### src/rtl/chunked_sequential_adder.sv
// Multi-cycle N-bit adder/subtractor that processes W bits per clock,
// carrying between chunks through a register; operands and results use valid/ready.
module chunked_sequential_adder #(
   parameter int N = 32,
   parameter int W = 8
) (
   input  logic         clk,
   input  logic         rst,
   input  logic         in_valid,
   output logic         in_ready,
   input  logic [N-1:0] a,
   input  logic [N-1:0] b,
   input  logic         carry_in,
   input  logic         sub,
   output logic         out_valid,
   input  logic         out_ready,
   output logic [N-1:0] c,
   output logic         carry_out,
   output logic         overflow
);

   localparam int K  = N / W;
   localparam int IW = (K > 1) ? $clog2(K) : 1;

   if ((W <= 0) || (N % W != 0)) begin : gen_bad_chunk_width
      $error("chunked_sequential_adder: N must be a positive multiple of W");
   end

   typedef enum logic [1:0] {IDLE, BUSY, DONE} state_t;

   state_t          state_q, state_d;
   logic [N-1:0]    aOp_q, aOp_d;
   logic [N-1:0]    bOp_q, bOp_d;
   logic [N-1:0]    sum_q, sum_d;
   logic [IW-1:0]   idx_q, idx_d;
   logic            carry_q, carry_d;
   logic            carryOut_q, carryOut_d;
   logic            overflow_q, overflow_d;

   logic [W-1:0]    aChunk, bChunk;
   logic [W:0]      chunkSum;
   logic            lastChunk;

   // Subtraction is folded into the captured operands (b inverted, carry forced to 1),
   // so the BUSY datapath is a plain W-bit adder.
   always_comb begin
      aChunk    = aOp_q[idx_q*W +: W];
      bChunk    = bOp_q[idx_q*W +: W];
      chunkSum  = {1'b0, aChunk} + {1'b0, bChunk} + {{W{1'b0}}, carry_q};
      lastChunk = (idx_q == IW'(K - 1));
   end

   always_comb begin
      state_d    = state_q;
      aOp_d      = aOp_q;
      bOp_d      = bOp_q;
      sum_d      = sum_q;
      idx_d      = idx_q;
      carry_d    = carry_q;
      carryOut_d = carryOut_q;
      overflow_d = overflow_q;

      case (state_q)
         IDLE: begin
            if (in_valid) begin
               state_d = BUSY;
               aOp_d   = a;
               bOp_d   = sub ? ~b : b;
               carry_d = sub | carry_in;
               idx_d   = '0;
            end
         end
         BUSY: begin
            sum_d[idx_q*W +: W] = chunkSum[W-1:0];
            carry_d             = chunkSum[W];
            if (lastChunk) begin
               state_d    = DONE;
               carryOut_d = chunkSum[W];
               // The top bit of the last chunk is the result sign bit.
               overflow_d = (aOp_q[N-1] == bOp_q[N-1]) && (chunkSum[W-1] != aOp_q[N-1]);
            end else begin
               idx_d = idx_q + 1'b1;
            end
         end
         DONE: begin
            if (out_ready) begin
               state_d = IDLE;
            end
         end
         default: state_d = IDLE;
      endcase
   end

   always_ff @(posedge clk) begin
      if (rst) begin
         state_q    <= IDLE;
         aOp_q      <= '0;
         bOp_q      <= '0;
         sum_q      <= '0;
         idx_q      <= '0;
         carry_q    <= 1'b0;
         carryOut_q <= 1'b0;
         overflow_q <= 1'b0;
      end else begin
         state_q    <= state_d;
         aOp_q      <= aOp_d;
         bOp_q      <= bOp_d;
         sum_q      <= sum_d;
         idx_q      <= idx_d;
         carry_q    <= carry_d;
         carryOut_q <= carryOut_d;
         overflow_q <= overflow_d;
      end
   end

   assign in_ready  = (state_q == IDLE) && !rst;
   assign out_valid = (state_q == DONE);
   assign c         = sum_q;
   assign carry_out = carryOut_q;
   assign overflow  = overflow_q;

endmodule

### config.mk
export PLATFORM = sky130hd
export DESIGN_NAME = chunked_sequential_adder
export DESIGN_NICKNAME = d
export VERILOG_FILES = /design/src/rtl/chunked_sequential_adder.sv
export SDC_FILE = /design/constraint.sdc
export NUM_CORES = 1
export LEC_CHECK = 0
export CELL_PAD_IN_SITES_DETAIL_PLACEMENT = 1
export CELL_PAD_IN_SITES_GLOBAL_PLACEMENT = 1
export CORE_UTILIZATION = 38
export DETAILED_ROUTE_END_ITERATION = 10
export GPL_ROUTABILITY_DRIVEN = 0
export PLACE_DENSITY = 0.85
export SETUP_SLACK_MARGIN = 0.02
export SYNTH_ARGS = -nofsm -noshare
export SYNTH_HDL_FRONTEND = slang
export SYNTH_SLANG_ARGS = --single-unit
### constraint.sdc
create_clock -name clk -period 4.5 [get_ports clk]
set_input_delay 1.35 -clock clk [delete_from_list [all_inputs] [get_ports clk]]
set_output_delay 1.35 -clock clk [all_outputs]
set_load 0.02 [all_outputs]
Word-level counts from Yosys, hierarchy flattened --
Cells that the tools add are included.
Operators by class: muxes and demuxes 11, bitwise gates (word level) 2, add/sub/neg operators 4, reduce and logical (&&, ||, !) cells 10, shift-type cells 4, equal/unequal tests 9
Operators by type and width (number):
- 32-bit by 6-bit variable part select with 8-bit output | 2
- 5-bit negation with 34-bit output | 1
- 8-bit by 34-bit variable shift with 32-bit output (first input constant) | 1
- 8-bit by 34-bit variable part select with 32-bit output | 1
- 32-bit bitwise mux | 1
- 32-bit 2-to-1 mux | 1
- 32-bit inverter | 1
- 2-bit 2-to-1 mux | 5
- 8-bit by 8-bit adder with 9-bit output | 1
- 9-bit by 1-bit adder with 9-bit output | 1
- 2-bit inequality test (second input constant) | 3
- 2-bit one-hot mux with 3 select lines | 1
- 2-bit AND reduction | 3
- 3-bit AND reduction | 2
- 2-bit equality test (second input constant) | 2
- 2-bit one-hot mux with 2 select lines | 1
- 2-bit by 1-bit adder with 2-bit output (second input constant) | 1
- 2-bit by 1-bit equality test with 1-bit output (second input constant) | 1
- 1-bit logical AND | 2
- 2-bit zero test | 1
- 2-bit by 1-bit inequality test with 1-bit output (second input constant) | 1
- 1-bit one-hot mux with 2 select lines | 1
- 2-bit nonzero test | 1
- 1-bit equality test | 1
- 4 further kinds | 4
Word-level totals: logic and storage cells 48, bits of input ports 70, output and inout port bits 36, flip-flop bits (word level) 103

Logic depth before layout (Yosys ltp) --
Gate-level depths: netlist of run 1.
depth after elaboration 5, mapped depth 10, depth with buffers taken out 8

Worst setup path before layout of run 1 --
Ideal clock, no wire load.
path kind input -> output, from input port rst, to output port in_ready, stages on the path 3, buffers on the path 2, slack 1.024 ns, arrival 2.126 ns, data required time 3.150 ns, path through clkbuf_1 clkbuf_1 nor3_1
On the way: cells in the longest elaborated chain, start to end 2
RTL lines:
- start: declaration | line 8 | input logic rst,
- 1-bit zero test | line 116 | assign in_ready = (state_q == IDLE) && !rst;
- 1-bit logical AND | line 116
- end: declaration | line 10 | output logic in_ready,
No other way between the ends.

Final worst setup path of run 1 --
Ends and elaborated chain as after synthesis.

==> impl_metrics.csv, run 1 <==
group,metric,value,unit
floorplanning,dieArea,12900,µm²
synth,synth_area_leader_cell,"dfxtp_1",
cts,root_buffer,"clkbuf_16",
synth,yosysWarnings,0,
power_and_ir_drop,clkPwrFrac,34.8,%
cts,clock-sinks,103,
timing,finalSetupTns,0,ns
floorplanning,core-area,12100,µm²
timing,period_minus_slack,3.66,ns
run,drv_cap,0,
grt,grt_pass1_vias,4258,
power_and_ir_drop,pwr-share-seq,46.3,%
detailed_routing,viasPerCell,5.31,
setup_path,cp_cell_sequence,"buf_4, nor3_1, clkdlybuf4s50_1",
cts,clkSlewWorstSetupHoldPaths,0.07,ns
detailed_routing,vias,4067,
timing,finalCritPeriodShare,81.4,%
power_and_ir_drop,p_comb_share,18.9,%
timing,fmax,273,MHz
status,status,"completed",
final_layout,diodes,0,
grt,grt-ovfl-total,0,
cts,cts_tree,"built",
grt,antenna_found_initial,0,
final_layout,drive_above_1_share,8.70,%
grt,grt_first_pass_wirelength,21600,µm
cts,insertion_delay,0.35,ns
timing,rsz0062_at_grt,"no",
timing,setup_viol,0,
synth,synthCells,504,
cts,numCtsBuffers,9,
floorplanning,start_util,39.1,%
setup_path,slowest_stage,"clkdlybuf4s50_1",
setup_path,critPathMaxStageDelay,0.65,ns
final_layout,final_core_util,51.2,%
cts,cts_resized,0,
placed_design,placed_cells_incl_taps,750,
detailed_routing,detail-route-antenna-nets,0,
detailed_routing,first_pass_iters,4,
setup_path,endpoint_kind,"output port",
cts,clk_path_buf_depth,2,
detailed_routing,post_drt_wl_per_cell,17.4,µm
synth,synth_seq_cells,103,
final_layout,most-common-layout-cells,"dfxtp_1 (103), clkdlybuf4s50_1 (103), nand2_1 (75)",
setup_path,cp_max_fo,2,
floorplanning,rows,40,
worst_hold_path,hold_path.class,"reg2reg",
setup_path,critPathTopFamily,"buffers and inverters",
power_and_ir_drop,p_switching,608,µW
timing,slew_violations,0,
synth,synth.distinct_cells,37,
grt,grt_start_max_net_pins,104,
cts,htreeDepth,3,
cts,hold_buffers,0,
synth,yosys-top-cells-area,"dfxtp_1 (44%), mux4_2 (7.6%), xnor2_1 (6.3%)",
power_and_ir_drop,p_int,1540,µW
placed_design,port_buffers,105,
setup_path,cp.arrival,2.31,ns
timing,maxSlewHeadroom,29.8,%
detailed_routing,drt-initial-drc-count,193,
final_layout,final_nets,678,
setup_path,critPathBufInv,2,
power_and_ir_drop,power_leakage,0.00221,µW
synth,syn-num-nets,589,
final_layout,fillCellCount,1388,
power_and_ir_drop,power,2150,µW
synth,avgSynthCellArea,9.36,µm²
timing,hold_slack,0.457,ns
placed_design,dpl.hpwl,9720,µm
floorplanning,die_y,113,µm
synth,synth.top_cell.area_share,43.7,%
setup_path,critical_path_class,"in2out",
setup_path,setup.worst_path.start_class,"primary input",
detailed_routing,drc,0,
timing,hold_violations,0,
synth,ys_seq_area_share,43.7,%
final_layout,area_delta_synth_final,30.8,%
timing,fin_skew,0.0120,ns
final_layout,finalNonFillerCells,766,
detailed_routing,wl,13400,µm
setup_path,crit_required,3.15,ns
power_and_ir_drop,ir_worst_vdd,0.000179,V
floorplanning,die_w,113,µm
power_and_ir_drop,switching_share,28.3,%
grt,grt.total_usage,21.6,%
cts,post_cts_buffers,0,
synth,syn_area,4720,µm²
floorplanning,io_pins,106,
timing,tightest_slew,1.05,ns
power_and_ir_drop,power_per_cell_area,348,nW/µm²
[worst paths after layout]
check                  from   endpoint  slack (ns)  cells after the start
setup / recovery        rst   in_ready        0.84                      3
hold / removal    aOp_q[25]  aOp_q[25]        0.46                      2
setup reg to reg   idx_q[0]      c[22]        0.99                      8
hold reg to reg   aOp_q[25]  aOp_q[25]        0.46                      2
[flip-flops by register name, indices dropped and copies added (netlist names)]
name,cells
aOp_q,32
carry_out,1
carry_q,1
idx_q,2
c,32
state_q,2
overflow,1
bOp_q,32
[power groups by stage]
stage / Sequential (µW) / Combinational [µW] / Clock (µW)
5_1_grt: 1000 / 442 / 791
6_report: 996 / 407 / 747
4_1_cts: 996 / 409 / 756
3_3_place_gp: 1010 / 385 / 0
3_5_place_dp: 1020 / 404 / 0
2_1_floorplan: 1010 / 254 / 0
[final cells by class]
type | count | area, µm² | share of cell area, %
Clock buffer | 11 | 243 | 3.93
Clock inverter | 5 | 41.3 | 0.669
Inverter | 4 | 15.0 | 0.243
Multi-Input combinational cell | 362 | 2490 | 40.4
Sequential cell | 103 | 2060 | 33.4
Tap cell | 168 | 210 | 3.41
Timing Repair Buffer | 113 | 1100 | 17.9
[logic make-up (layout without fill, tap and decap cells)]
group	Yosys count	after routing	synth area share [%]
adders and majority gates	15	15	4.30
muxes	16	16	7.64
xor gates and xnor gates	36	36	6.68
DFF	103	103	43.7
buffers and inverters	39	133	3.58
AOI/OAI and AO/OA	125	125	17.6
and+or+nand+nor	170	170	16.5
[through the flow]
step                      cell area, µm²  setup slack [ns]
final                               6170             0.838
after global routing                6170             0.719
after global placement              5890             0.789
after detailed placement            5890             0.785
after floorplan                     4720              1.02
after CTS                           6170             0.785
[worst min-delay path, stage by stage (launching register included)]
cell,delay [ns]
dfxtp_1,0.31
nand2_1,0.05
a21oi_1,0.05
[synthesized netlist by cell type, drive strengths merged]
| cell | number |
|---|---|
| dfxtp | 103 |
| nand2 | 78 |
| nor2 | 71 |
| a21oi | 41 |
| a211oi | 35 |
| xnor2 | 34 |
| a22oi | 29 |
| clkbuf | 22 |
| mux4 | 16 |
| buf | 13 |
| ha | 13 |
| o21ai | 6 |
| a21o | 4 |
| a32oi | 4 |
| inv | 4 |
| nand2b | 4 |
| nor3 | 3 |
| nor4b | 3 |
| a31oi | 2 |
| fa | 2 |
| nand3 | 2 |
| nand4 | 2 |
| nor3b | 2 |
| xor2 | 2 |
| a311oi | 1 |
| a31o | 1 |
| and2b | 1 |
| nor2b | 1 |
| nor4 | 1 |
| o211ai | 1 |
| o21a | 1 |
| or2 | 1 |
| or4b | 1 |
[metal layers]
| metal | GRT usage, % | wire length (µm) | up-vias |
|---|---|---|---|
| met4 | 7.46 | 242 | 0 |
| met5 | 0 | 0 | - |
| met1 | 25.0 | 5580 | 2005 |
| li1 | - | - | 1949 |
| met2 | 40.4 | 7030 | 93 |
| met3 | 3.45 | 510 | 20 |
Note: power is estimated with default switching activity, not from simulation.
==> inputs of run 2 (changes only) <==
CORE_UTILIZATION = 34   (was 38)
PLACE_DENSITY = 0.8   (was 0.85)
clock period = 3.25 ns   (was 4.5 ns; I/O delays follow)
==> run 2 against run 1 <==
Total power is 51% higher. Sequential share of layout area is 0.47 points lower. Count of clock-buffer cells in the layout is 2 lower. Hold slack better by 0.0015 ns. Critical path depth is 6 higher. Core utilization is 4.5 points lower. Setup slack worse by 0.62 ns. Final area is 1.4% higher. First-iteration DRC count is 10% higher. Global-route usage is 2.4 points lower. Via count is 1.5% lower. Critical endpoint is now c[6]. Highest routed layer unchanged.
==> impl_metrics.csv, run 2 (synthesis gave the netlist of run 1 again) <==
group,metric,value,unit
status,status,"completed",
placed_design,port_buffers,105,
timing,rsz0062_at_grt,"no",
final_layout,multiInputGateArea,2490,µm²
cts,root_buffer,"clkbuf_16",
floorplanning,io_pins,106,
cts,cts_resized,0,
grt,grt.total_usage,19.2,%
cts,clk_path_buf_depth,2,
detailed_routing,wl,13200,µm
floorplanning,dieArea,14400,µm²
detailed_routing,vias,4007,
final_layout,final_nets,677,
final_layout,drive_above_1_share,8.40,%
run,drv_cap,0,
timing,maxSlewHeadroom,28.2,%
setup_path,reg2reg_slack,0.21,ns
power_and_ir_drop,switching_share,25.7,%
final_layout,fillCellCount,1505,
cts,hold_buffers,0,
setup_path,cp.arrival,3.23,ns
power_and_ir_drop,p_switching,834,µW
detailed_routing,viasPerCell,5.20,
timing,slew_violations,0,
floorplanning,die_y,120,µm
setup_path,crit_required,3.44,ns
power_and_ir_drop,p_int,2420,µW
setup_path,setup.worst_path.start_class,"flop",
worst_hold_path,min_from,"aOp_q[0]",
final_layout,most-common-layout-cells,"dfxtp_1 (103), clkdlybuf4s50_1 (103), nand2_1 (75)",
floorplanning,core-area,13400,µm²
placed_design,placed_cells_incl_taps,757,
detailed_routing,detail-route-antenna-nets,0,
setup_path,endpoint_kind,"flop",
detailed_routing,drc,0,
setup_path,critPathMostFrequentCell,"fa_1",
floorplanning,start_util,35.2,%
power_and_ir_drop,power_per_cell_area,519,nW/µm²
cts,numCtsBuffers,9,
setup_path,critPathBufInv,1,
setup_path,slowest_stage,"fa_1",
grt,antenna_found_initial,0,
timing,tightest_slew,1.08,ns
detailed_routing,post_drt_wl_per_cell,17.1,µm
timing,hold_violations,0,
setup_path,cp_cell_sequence,"buf_4, mux4_2, fa_1, fa_1, a211oi_1, or4b_1, nand4_1, a22oi_1, nor2_1",
timing,finalSetupTns,0,ns
final_layout,final_core_util,46.7,%
grt,grt_pass1_vias,4189,
cts,clock-sinks,103,
floorplanning,rows,42,
worst_hold_path,holdPathStages,2,
setup_path,reg2reg_depth,9,
final_layout,diodes,0,
placed_design,dpl.hpwl,9560,µm
detailed_routing,first_pass_iters,4,
final_layout,regArea,2060,µm²
power_and_ir_drop,ir_worst_vdd,0.000280,V
final_layout,finalNonFillerCells,771,
setup_path,timing.rr.start,"idx_q[0]",
setup_path,r2r-end,"c[6]",
cts,cts_tree,"built",
setup_path,critPathMaxStageDelay,0.45,ns
power_and_ir_drop,pwr-share-seq,42.3,%
setup_path,cp_max_fo,12,
setup_path,critical_path_class,"reg2reg",
grt,grt-ovfl-total,0,
power_and_ir_drop,p_comb_share,17.5,%
power_and_ir_drop,clkPwrFrac,40.2,%
cts,post_cts_buffers,0,
power_and_ir_drop,power_leakage,0.00225,µW
cts,htreeDepth,3,
cts,clkSlewWorstSetupHoldPaths,0.07,ns
grt,grt_start_max_net_pins,104,
worst_hold_path,hold_path.class,"reg2reg",
placed_design,dp_slack,0.218,ns
timing,fin_skew,0.00769,ns
timing,layout_setup_ws,0.214,ns
timing,period_minus_slack,3.04,ns
final_layout,area_delta_synth_final,32.6,%
cts,insertion_delay,0.35,ns
worst_hold_path,holdPathEnd,"aOp_q[0]",
detailed_routing,drt-initial-drc-count,213,
timing,finalCritPeriodShare,93.4,%
setup_path,critPathTopFamily,"adder cells",
timing,setup_viol,0,
grt,grt_first_pass_wirelength,21300,µm
timing,fmax,329,MHz
floorplanning,die_w,120,µm
[run 2: changes by cell type in the layout (fill, tap and decap cells not counted), sizes merged]
cell / delta
bufinv: +4
clkbuf: -2
clkinv: -2
clkinvlp: -2
buf: -1
[run 2: worst max-delay path by stage]
stage / cells after the start / slack [ns] / end / from
2_1_floorplan: 10 / 0.10 / c[14] / idx_q[1]
3_3_place_gp: 3 / 0.30 / in_ready / rst
3_5_place_dp: 9 / 0.22 / c[14] / idx_q[0]
4_1_cts: 9 / 0.18 / c[6] / idx_q[0]
5_1_grt: 9 / 0.03 / c[14] / idx_q[0]
6_report: 9 / 0.21 / c[6] / idx_q[0]
[run 2: area by class of cell]
cell class / instances / area share (%)
repair buffers: 112 / 17.7
well taps: 176 / 3.52
clock inverters: 5 / 2.10
multi-input cells: 362 / 39.9
flip-flops and latches: 103 / 33.0
inverters: 4 / 0.240
clock buffers: 9 / 3.60
[run 2: worst min-delay path, stage by stage (launching register included)]
cell and delay [ns]:
dfxtp_1 0.31, nand2_1 0.05, a21oi_1 0.05
[run 2: power groups by stage]
| stage | Combinational [µW] | Clock [µW] | Sequential, µW |
|---|---|---|---|
| 2_1_floorplan | 352 | 0 | 1400 |
| 3_3_place_gp | 545 | 0 | 1400 |
| 3_5_place_dp | 566 | 0 | 1400 |
| 4_1_cts | 570 | 1320 | 1380 |
| 5_1_grt | 617 | 1370 | 1380 |
| 6_report | 568 | 1310 | 1380 |
[run 2: stage by stage]
stage	hold WS, ns	total power, µW	area (µm²)
6_report	0.459	3250	6260
5_1_grt	0.479	3370	6260
4_1_cts	0.458	3270	6260
3_5_place_dp	0.449	1970	5900
3_3_place_gp	0.444	1940	5900
2_1_floorplan	0.433	1750	4720
[run 2: layer usage]
layer,vias up,GRT usage [%],part of all wire [%]
met5,-,0,0
met4,0,5.55,2.1
met3,22,4.75,5.2
met2,108,33.7,50
met1,1934,23.2,43
li1,1943,-,-
